==> src/rtl/led_pkg.sv <==
// led_pkg: LED mode encodings and PWM prescaler math shared by LED and debounce logic
package led_pkg;
  typedef enum logic [1:0] {
    MODE_OFF     = 2'd0,
    MODE_DIM     = 2'd1,
    MODE_BLINK   = 2'd2,
    MODE_BREATHE = 2'd3
  } led_mode_e;
  function automatic int tick_div(input int clk_freq, input int out_freq, input int bits);
    int d;
    d = clk_freq / (out_freq * (1 << bits));
    return (d < 1) ? 1 : d;
  endfunction
endpackage

==> src/rtl/led_pwm_tick.sv <==
// led_pwm_tick: prescaler and free-running PWM counter with frame_start on wrap to 0
module led_pwm_tick
  import led_pkg::*;
#(
  parameter int CLK_FREQ    = 50_000_000,
  parameter int PWM_FREQ_HZ = 1000,
  parameter int PWM_BITS    = 8
) (
  input  logic                clk,
  input  logic                rst_n,
  output logic [PWM_BITS-1:0] pwm_cnt,
  output logic                frame_start
);
  localparam int TICK_DIV = tick_div(CLK_FREQ, PWM_FREQ_HZ, PWM_BITS);
  localparam int DW = (TICK_DIV > 1) ? $clog2(TICK_DIV) : 1;
  localparam logic [DW-1:0] DIV_LAST = DW'(TICK_DIV - 1);
  logic [DW-1:0] div_cnt;
  logic          tick;
  assign tick        = div_cnt == DIV_LAST;
  assign frame_start = tick && (&pwm_cnt);
  // divide the clock down to PWM ticks and advance the duty counter on each tick
  always_ff @(posedge clk or negedge rst_n) begin
    if (!rst_n) begin
      div_cnt <= '0;
      pwm_cnt <= '0;
    end else begin
      div_cnt <= tick ? '0 : div_cnt + 1'b1;
      if (tick) pwm_cnt <= pwm_cnt + 1'b1;
    end
  end
endmodule

==> src/rtl/led_pwm_driver.sv <==
// led_pwm_driver: command-driven LED PWM/blink/breathe output; define LED_BREATHE_EN to build BREATHE mode
module led_pwm_driver
  import led_pkg::*;
#(
  parameter int CLK_FREQ            = 50_000_000,
  parameter int PWM_FREQ_HZ         = 1000,
  parameter int PWM_BITS            = 8,
  parameter int BLINK_FRAMES        = 250,
  parameter int BREATHE_STEP_FRAMES = 2
) (
  input  logic                clk,
  input  logic                rst_n,
  input  logic                cmd_valid_i,
  output logic                cmd_ready_o,
  input  logic [1:0]          cmd_mode_i,
  input  logic [PWM_BITS-1:0] cmd_duty_i,
  output logic                led
);
  localparam int BW = $clog2(BLINK_FRAMES + 1);
  localparam logic [BW-1:0] BLINK_LAST = BW'(BLINK_FRAMES - 1);
  logic [PWM_BITS-1:0] pwm_cnt, pend_duty, duty_q;
  logic                frame_start, pending, accept, apply, phase, dim_on, breathe_on, led_d;
  logic [BW-1:0]       blink_cnt;
  led_mode_e           pend_mode, applied_mode, mode_q, mode_d;
  led_pwm_tick #(
    .CLK_FREQ   (CLK_FREQ),
    .PWM_FREQ_HZ(PWM_FREQ_HZ),
    .PWM_BITS   (PWM_BITS)
  ) u_tick (
    .clk        (clk),
    .rst_n      (rst_n),
    .pwm_cnt    (pwm_cnt),
    .frame_start(frame_start)
  );
  assign cmd_ready_o = !pending;
  assign accept      = cmd_valid_i && cmd_ready_o;
  assign apply       = pending && frame_start;
  assign dim_on      = pwm_cnt < duty_q;
`ifdef LED_BREATHE_EN
  localparam int SW = $clog2(BREATHE_STEP_FRAMES + 1);
  localparam logic [SW-1:0] STEP_LAST = SW'(BREATHE_STEP_FRAMES - 1);
  logic [PWM_BITS-1:0] ramp;
  logic [SW-1:0]       step_cnt;
  logic                dir_up;
  assign applied_mode = pend_mode;
  assign breathe_on   = pwm_cnt < ramp;
  // triangle ramp that dwells one step at each end before reversing
  always_ff @(posedge clk or negedge rst_n) begin
    if (!rst_n) begin
      ramp     <= '0;
      step_cnt <= '0;
      dir_up   <= 1'b1;
    end else if (apply) begin
      ramp     <= '0;
      step_cnt <= '0;
      dir_up   <= 1'b1;
    end else if (frame_start) begin
      step_cnt <= (step_cnt == STEP_LAST) ? '0 : step_cnt + 1'b1;
      if (step_cnt == STEP_LAST) begin
        if (dir_up) begin
          ramp   <= (&ramp) ? ramp - 1'b1 : ramp + 1'b1;
          dir_up <= !(&ramp);
        end else begin
          ramp   <= (ramp == '0) ? {{(PWM_BITS-1){1'b0}}, 1'b1} : ramp - 1'b1;
          dir_up <= ramp == '0;
        end
      end
    end
  end
`else
  assign applied_mode = (pend_mode == MODE_BREATHE) ? MODE_OFF : pend_mode;
  assign breathe_on   = 1'b0;
`endif
  // capture an accepted command and hold it until the next frame boundary
  always_ff @(posedge clk or negedge rst_n) begin
    if (!rst_n) begin
      pending   <= 1'b0;
      pend_mode <= MODE_OFF;
      pend_duty <= '0;
    end else if (accept) begin
      pending   <= 1'b1;
      pend_mode <= led_mode_e'(cmd_mode_i);
      pend_duty <= cmd_duty_i;
    end else if (apply) begin
      pending <= 1'b0;
    end
  end
  // blink phase flips every BLINK_FRAMES frames, restarting high on each apply
  always_ff @(posedge clk or negedge rst_n) begin
    if (!rst_n) begin
      blink_cnt <= '0;
      phase     <= 1'b1;
    end else if (apply) begin
      blink_cnt <= '0;
      phase     <= 1'b1;
    end else if (frame_start) begin
      blink_cnt <= (blink_cnt == BLINK_LAST) ? '0 : blink_cnt + 1'b1;
      if (blink_cnt == BLINK_LAST) phase <= !phase;
    end
  end
  // mode state, applied duty and registered LED output
  always_ff @(posedge clk or negedge rst_n) begin
    if (!rst_n) begin
      mode_q <= MODE_OFF;
      duty_q <= '0;
      led    <= 1'b0;
    end else begin
      mode_q <= mode_d;
      duty_q <= apply ? pend_duty : duty_q;
      led    <= led_d;
    end
  end
  // next mode on frame-boundary apply and per-mode LED compare
  always_comb begin
    mode_d = apply ? applied_mode : mode_q;
    led_d  = (mode_q == MODE_DIM)     ? dim_on :
             (mode_q == MODE_BLINK)   ? (phase && dim_on) :
             (mode_q == MODE_BREATHE) ? breathe_on : 1'b0;
  end
endmodule

==> config.mk <==
export PLATFORM = sky130hd
export DESIGN_NAME = led_pwm_driver
export DESIGN_NICKNAME = d
export VERILOG_FILES = /design/src/rtl/led_pkg.sv /design/src/rtl/led_pwm_tick.sv /design/src/rtl/led_pwm_driver.sv
export SDC_FILE = /design/constraint.sdc
export NUM_CORES = 1
export LEC_CHECK = 0
export CORE_UTILIZATION = 30
export DETAILED_ROUTE_END_ITERATION = 10
export MAX_ROUTING_LAYER = met4
export SYNTH_ARGS = -nofsm -noshare
export SYNTH_HDL_FRONTEND = slang
export SYNTH_HIERARCHICAL = 1
export SYNTH_SLANG_ARGS = --single-unit
==> constraint.sdc <==
create_clock -name clk -period 1.9 [get_ports clk]
set_input_delay 0.38 -clock clk [delete_from_list [all_inputs] [get_ports clk]]
set_output_delay 0.38 -clock clk [all_outputs]
set_load 0.03 [all_outputs]
[Word-level counts from Yosys, hierarchy flattened]
Cells that the tools add are included.
Storage, ports and cells
  flip-flop bits (word level): 47
  input port bits: 13
  output and inout port bits: 2
  word-level logic and storage cells: 42
Operators by class
  add/subtract/negate cells: 3
  $lt $le $gt $ge: 1
  eq/ne operators: 5
  muxes and demuxes: 12
  reductions and logical operators: 11
Operators with widths (number)
  8-bit 2-to-1 mux: 4
  8-bit by 1-bit adder with 8-bit output, second input constant: 3
  8-bit equality test, second input constant: 2
  8-bit less-than comparator: 1
  8-bit AND reduction: 1
  1-bit 2-to-1 mux: 7
  2-bit nonzero test: 3
  2-bit equality test, second input constant: 2
  1-bit logical AND: 4
  2-bit by 1-bit equality test with 1-bit output, second input constant: 1
  1-bit logical NOT: 2
  2-bit 2-to-1 mux: 1
  2-bit AND reduction: 1

[Longest topological paths before layout]
  depth after elaboration: 5
  depth in mapped cells: 9
  mapped depth without buffers: 9

[Cells and area by module]
Netlist, hierarchy kept.
Modules (own cells, without submodules)
  led_pwm_driver: times used 1, cells an instance 125, area an instance 1483.9 um^2, sequential area each 777.0 um^2
  led_pwm_tick: times used 1, cells an instance 72, area an instance 815.8 um^2, sequential area each 400.4 um^2

[Worst setup path after synthesis]
OpenSTA, ideal clock, no wires.
  path kind: reg-to-reg
  start: register u_tick.div_cnt[0]
  end: register duty_q[1]
  library setup time: 0.125 ns
  arrival time: 1.876 ns
  required time: 1.775 ns
  slack: -0.101 ns
  cell stages (with the launch flop): 9
  path buffers: 1
  period minus slack after synthesis: 2.001 ns
  cell sequence: dfrtp_1 > inv_1 > ha_1 > nor4b_2 > nand3_1 > nor3_1 > nand2_1 > buf_2 > mux2_2
Between the ends
  word-level cells in the longest chain between the ends: 3
Ends and longest elaborated chain
  start, declared: RTL line led_pwm_tick.sv:17  | logic [DW-1:0] div_cnt;
  start signal, assigned: RTL line led_pwm_tick.sv:27  | div_cnt <= tick ? '0 : div_cnt + 1'b1;
  8-bit equality test: RTL line led_pwm_tick.sv:19  | assign tick = div_cnt == DIV_LAST;
  1-bit logical AND: RTL line led_pwm_tick.sv:20  | assign frame_start = tick && (&pwm_cnt);
  via frame_start: RTL line led_pwm_driver.sv:22  | logic frame_start, pending, accept, apply, phase, dim_on, breathe_on, led_d;
  1-bit logical AND: RTL line led_pwm_driver.sv:37  | assign apply = pending && frame_start;
  end signal, assigned: RTL line led_pwm_driver.sv:109  | duty_q <= apply ? pend_duty : duty_q;
  end, declared: RTL line led_pwm_driver.sv:21  | logic [PWM_BITS-1:0] pwm_cnt, pend_duty, duty_q;
The timed path passes the listed nets, and every way through them passes these cells.
A chain may end at the register's enable or synchronous reset.

[Final worst setup path]
  start: register u_tick.div_cnt[0]
  end: register duty_q[5]
The elaborated chain is that of the path after synthesis.

==> flow_summary.toml <==
[critical_path]
worstSetupPathType = "register to register"
path_cells = "inv_1, ha_2, nor4b_4, nand3_2, nor3_4, nand2_1, buf_6, mux2_2"
cpMaxStageDelayCell = "dfrtp_1"
required_ns = 2.09
crit_path_start_kind = "register"
r2r_start = "u_tick/div_cnt[0]"
path_buf_inv = 2
worstPathArrival_ns = 2.04
critPathMaxStageDelay_ns = 0.39
r2r_slack_ns = 0.05
worstRegToRegCells = 8
reg2reg_to = "duty_q[5]"
end_kind = "register"
critPathTopFamily = "simple AND/OR/NAND/NOR gates"
cp_max_fo = 12

[synthesis]
synth_most_common_cell = "dfrtp_1"
synth-seq-cells = 47
synth-async-reset-ratio_pct = 100
yosysTopAreaCellShare_pct = 50.1
synth-edff-count = 0
synth_compound_area_share_pct = 6.09
synth.top_cells.by_area = "dfrtp_1, mux2_2, ha_1"
yosysTopAreaCell = "dfrtp_1"
syn_area_sq_um = 2300
syn-num-nets = 222
yosysUniqueCellTypes = 39
seq_area_frac_synth_pct = 51.2
syn-instance-count = 197
synth_common_cells = "dfrtp_1, mux2_2, nand2_1"
synthFlopType = "dfrtp_1"
synth_top_family_by_area = "simple AND/OR/NAND/NOR gates"
yosysWarnings = 6
synth-xor-area-share_pct = 6.09
muxShareOfSynthArea_pct = 10.9
yosys.area_share.simple_pct = 16.1
synth_area_per_cell_sq_um = 11.7
synth-adder-area-share_pct = 6.53

[global_route]
grt_use_total_pct = 12.0
grt_overflow = 0
grt_pass1_wl_microns = 6960
grt_max_degree = 26
antenna_found_initial = 0
grt_pass1_vias = 1523

[clocking]
clock_sinks = 47
h-tree-depth = 2
worstSkewPairLatency_ns = 0.30
path_clk_slew_ns = 0.10
root_buffer = "clkbuf_8"
numCtsBuffers = 5
cts_tree = "built"
cts_buffer_depth = 2
cts_setup_buffers = 0

[timing]
fmax_mhz = 540
skew_ns = 0.0106
slew_headroom_pct = 64.5
hold_viol_final = 0
final_max_slew_viol_count = 0
tightestPinTransition_ns = 0.533
fin_crit_ns = 1.85
setup_violations = 0
finalCritPeriodShare_pct = 97.5
worst_slack_ns = 0.0477
rsz0062_at_grt = "yes"

[floorplan]
core_area_sq_um = 7330
io_pins = 15
dieArea_sq_um = 8020
fp-row-count = 31
initial_core_util_pct = 31.4
fp.dieW_microns = 89.6
die_height_microns = 89.6

[layout]
drive_gt1_share_pct = 24.5
final_cell_area_sq_um = 2800
antennaDiodeCount = 0
nNetsFinal = 253
syn_to_final_growth_pct = 21.9
fillers = 697

[placement]
dp.final_hpwl_microns = 2980
place_area_sq_um = 2670
place_ws_ns = -0.0136
placement.io_buffers = 14
place.gp.congestion = 0.765

[pwr]
comb_power_share_pct = 3.2
p_clk_share_pct = 41.2
p_per_area_nw_per_um2 = 651
seq_power_share_pct = 55.7
p_int_mw = 1.44
leakage_nw = 1.30
max-vdd-ir-drop_v = 0.000481
p_sw_mw = 0.382
p_sw_share_pct = 20.9

[job]
drv_cap = 0

[detailed_routing]
routed_wirelength_microns = 4050
avgViaCountPerCell = 4.63
drt_iter0_markers = 31
first_pass_iters = 4
drc = 0
vias = 1518
routedWlPerCell_microns = 12.3
postRouteAntennaNets = 0

[worst_hold_path]
hold_class = "input pin to async pin"

[run_status]
outcome = "finished clean"
[metrics by stage]
stage	utilization, %	hold slack, ns	TNS (ns)	total power [mW]	instances
global route	38.2	0.0614	-1.06	1.90	328
global placement	36.4	0.399	0	1.10	320
CTS	38.0	0.0529	0	1.86	328
detailed placement	36.4	0.398	-0.0213	1.10	320
floorplan	-	0.0844	0	1.05	197
finish	38.2	0.0486	0	1.82	328
[worst reg2reg max path, delay by kind of cell (launching register included)]
family / cells / cell delay, ns
fa+ha+maj: 1 / 0.18
buf+inv: 2 / 0.23
flops: 1 / 0.39
mux: 1 / 0.29
simple gates: 4 / 0.66
[worst max-delay path by stage]
stage                                  from      endpoint  slack [ns]  cells past startpoint
after floorplan           u_tick/div_cnt[0]     duty_q[1]        0.02                      8
after global placement    u_tick/div_cnt[0]     duty_q[0]        0.06                      8
after detailed placement  u_tick/div_cnt[0]     duty_q[5]       -0.01                      8
after CTS                 u_tick/div_cnt[0]     duty_q[5]        0.02                      8
after global routing      u_tick/div_cnt[0]  blink_cnt[4]       -0.09                      9
final                     u_tick/div_cnt[0]     duty_q[5]        0.05                      8
[power by group through the flow]
stage / clock network (mW) / logic (mW) / registers [mW]
after global placement: 0 / 0.0596 / 1.04
final: 0.751 / 0.0578 / 1.02
after floorplan: 0 / 0.0112 / 1.03
after CTS: 0.784 / 0.0604 / 1.02
after detailed placement: 0 / 0.0604 / 1.04
after global routing: 0.819 / 0.0656 / 1.02
[cells by family (layout without fill, tap and decap cells)]
group           count (synthesis)  after routing
compound gates                 21             21
xor+xnor                       16             16
fa+ha+maj                      12             12
buf+inv                        16             48
flops                          47             47
mux                            22             22
simple gates                   63             63
[cell type report]
class                      instances  area (sq um)  share of cell area (%)
clock buffer                       5          68.8                    2.45
clock inverter                     3          47.5                    1.70
inverter                          11          41.3                    1.47
multi-input combinational        134          1080                    38.5
sequential                        47          1180                    42.0
tap                               99           124                    4.42
timing repair buffer              29           267                    9.50
[cell usage in the layout, fill, tap and decap left out, types with 2 or more instances in the layout]
cell type,instances
clkbuf_8,5
inv_1,11
nor2_1,11
ha_1,11
nor4_2,3
mux2_2,19
xnor2_1,7
nand2_1,15
xor2_1,9
o22ai_1,2
nand2b_1,5
and3_1,3
nand3_1,5
nand4_1,7
o21ai_0,5
nor3_1,3
clkdlybuf4s50_1,12
buf_4,13
dfrtp_1,46
nor2b_1,2
a21oi_1,7
[timing repair]
action	in CTS	in global routing
resized for setup	0	5
pin swaps	1	0
endpoints found under the setup margin	9	18
hold buffers	0	0
[flip-flops by register name, indices dropped and copies added (netlist names), 2 cells and up]
signal and count:
u_tick/pwm_cnt 8, pend_duty 8, mode_q 2, blink_cnt 8, duty_q 8, pend_mode 2, u_tick/div_cnt 8
[layer usage]
metal,vias to the layer above,global-route usage [%],wire [microns]
li1,756,-,-
met1,738,14.3,1950
met2,17,18.9,1920
met3,7,2.59,73
met4,0,6.49,109
met5,-,-,0
No activity file was read; power rests on OpenSTA's default activity.
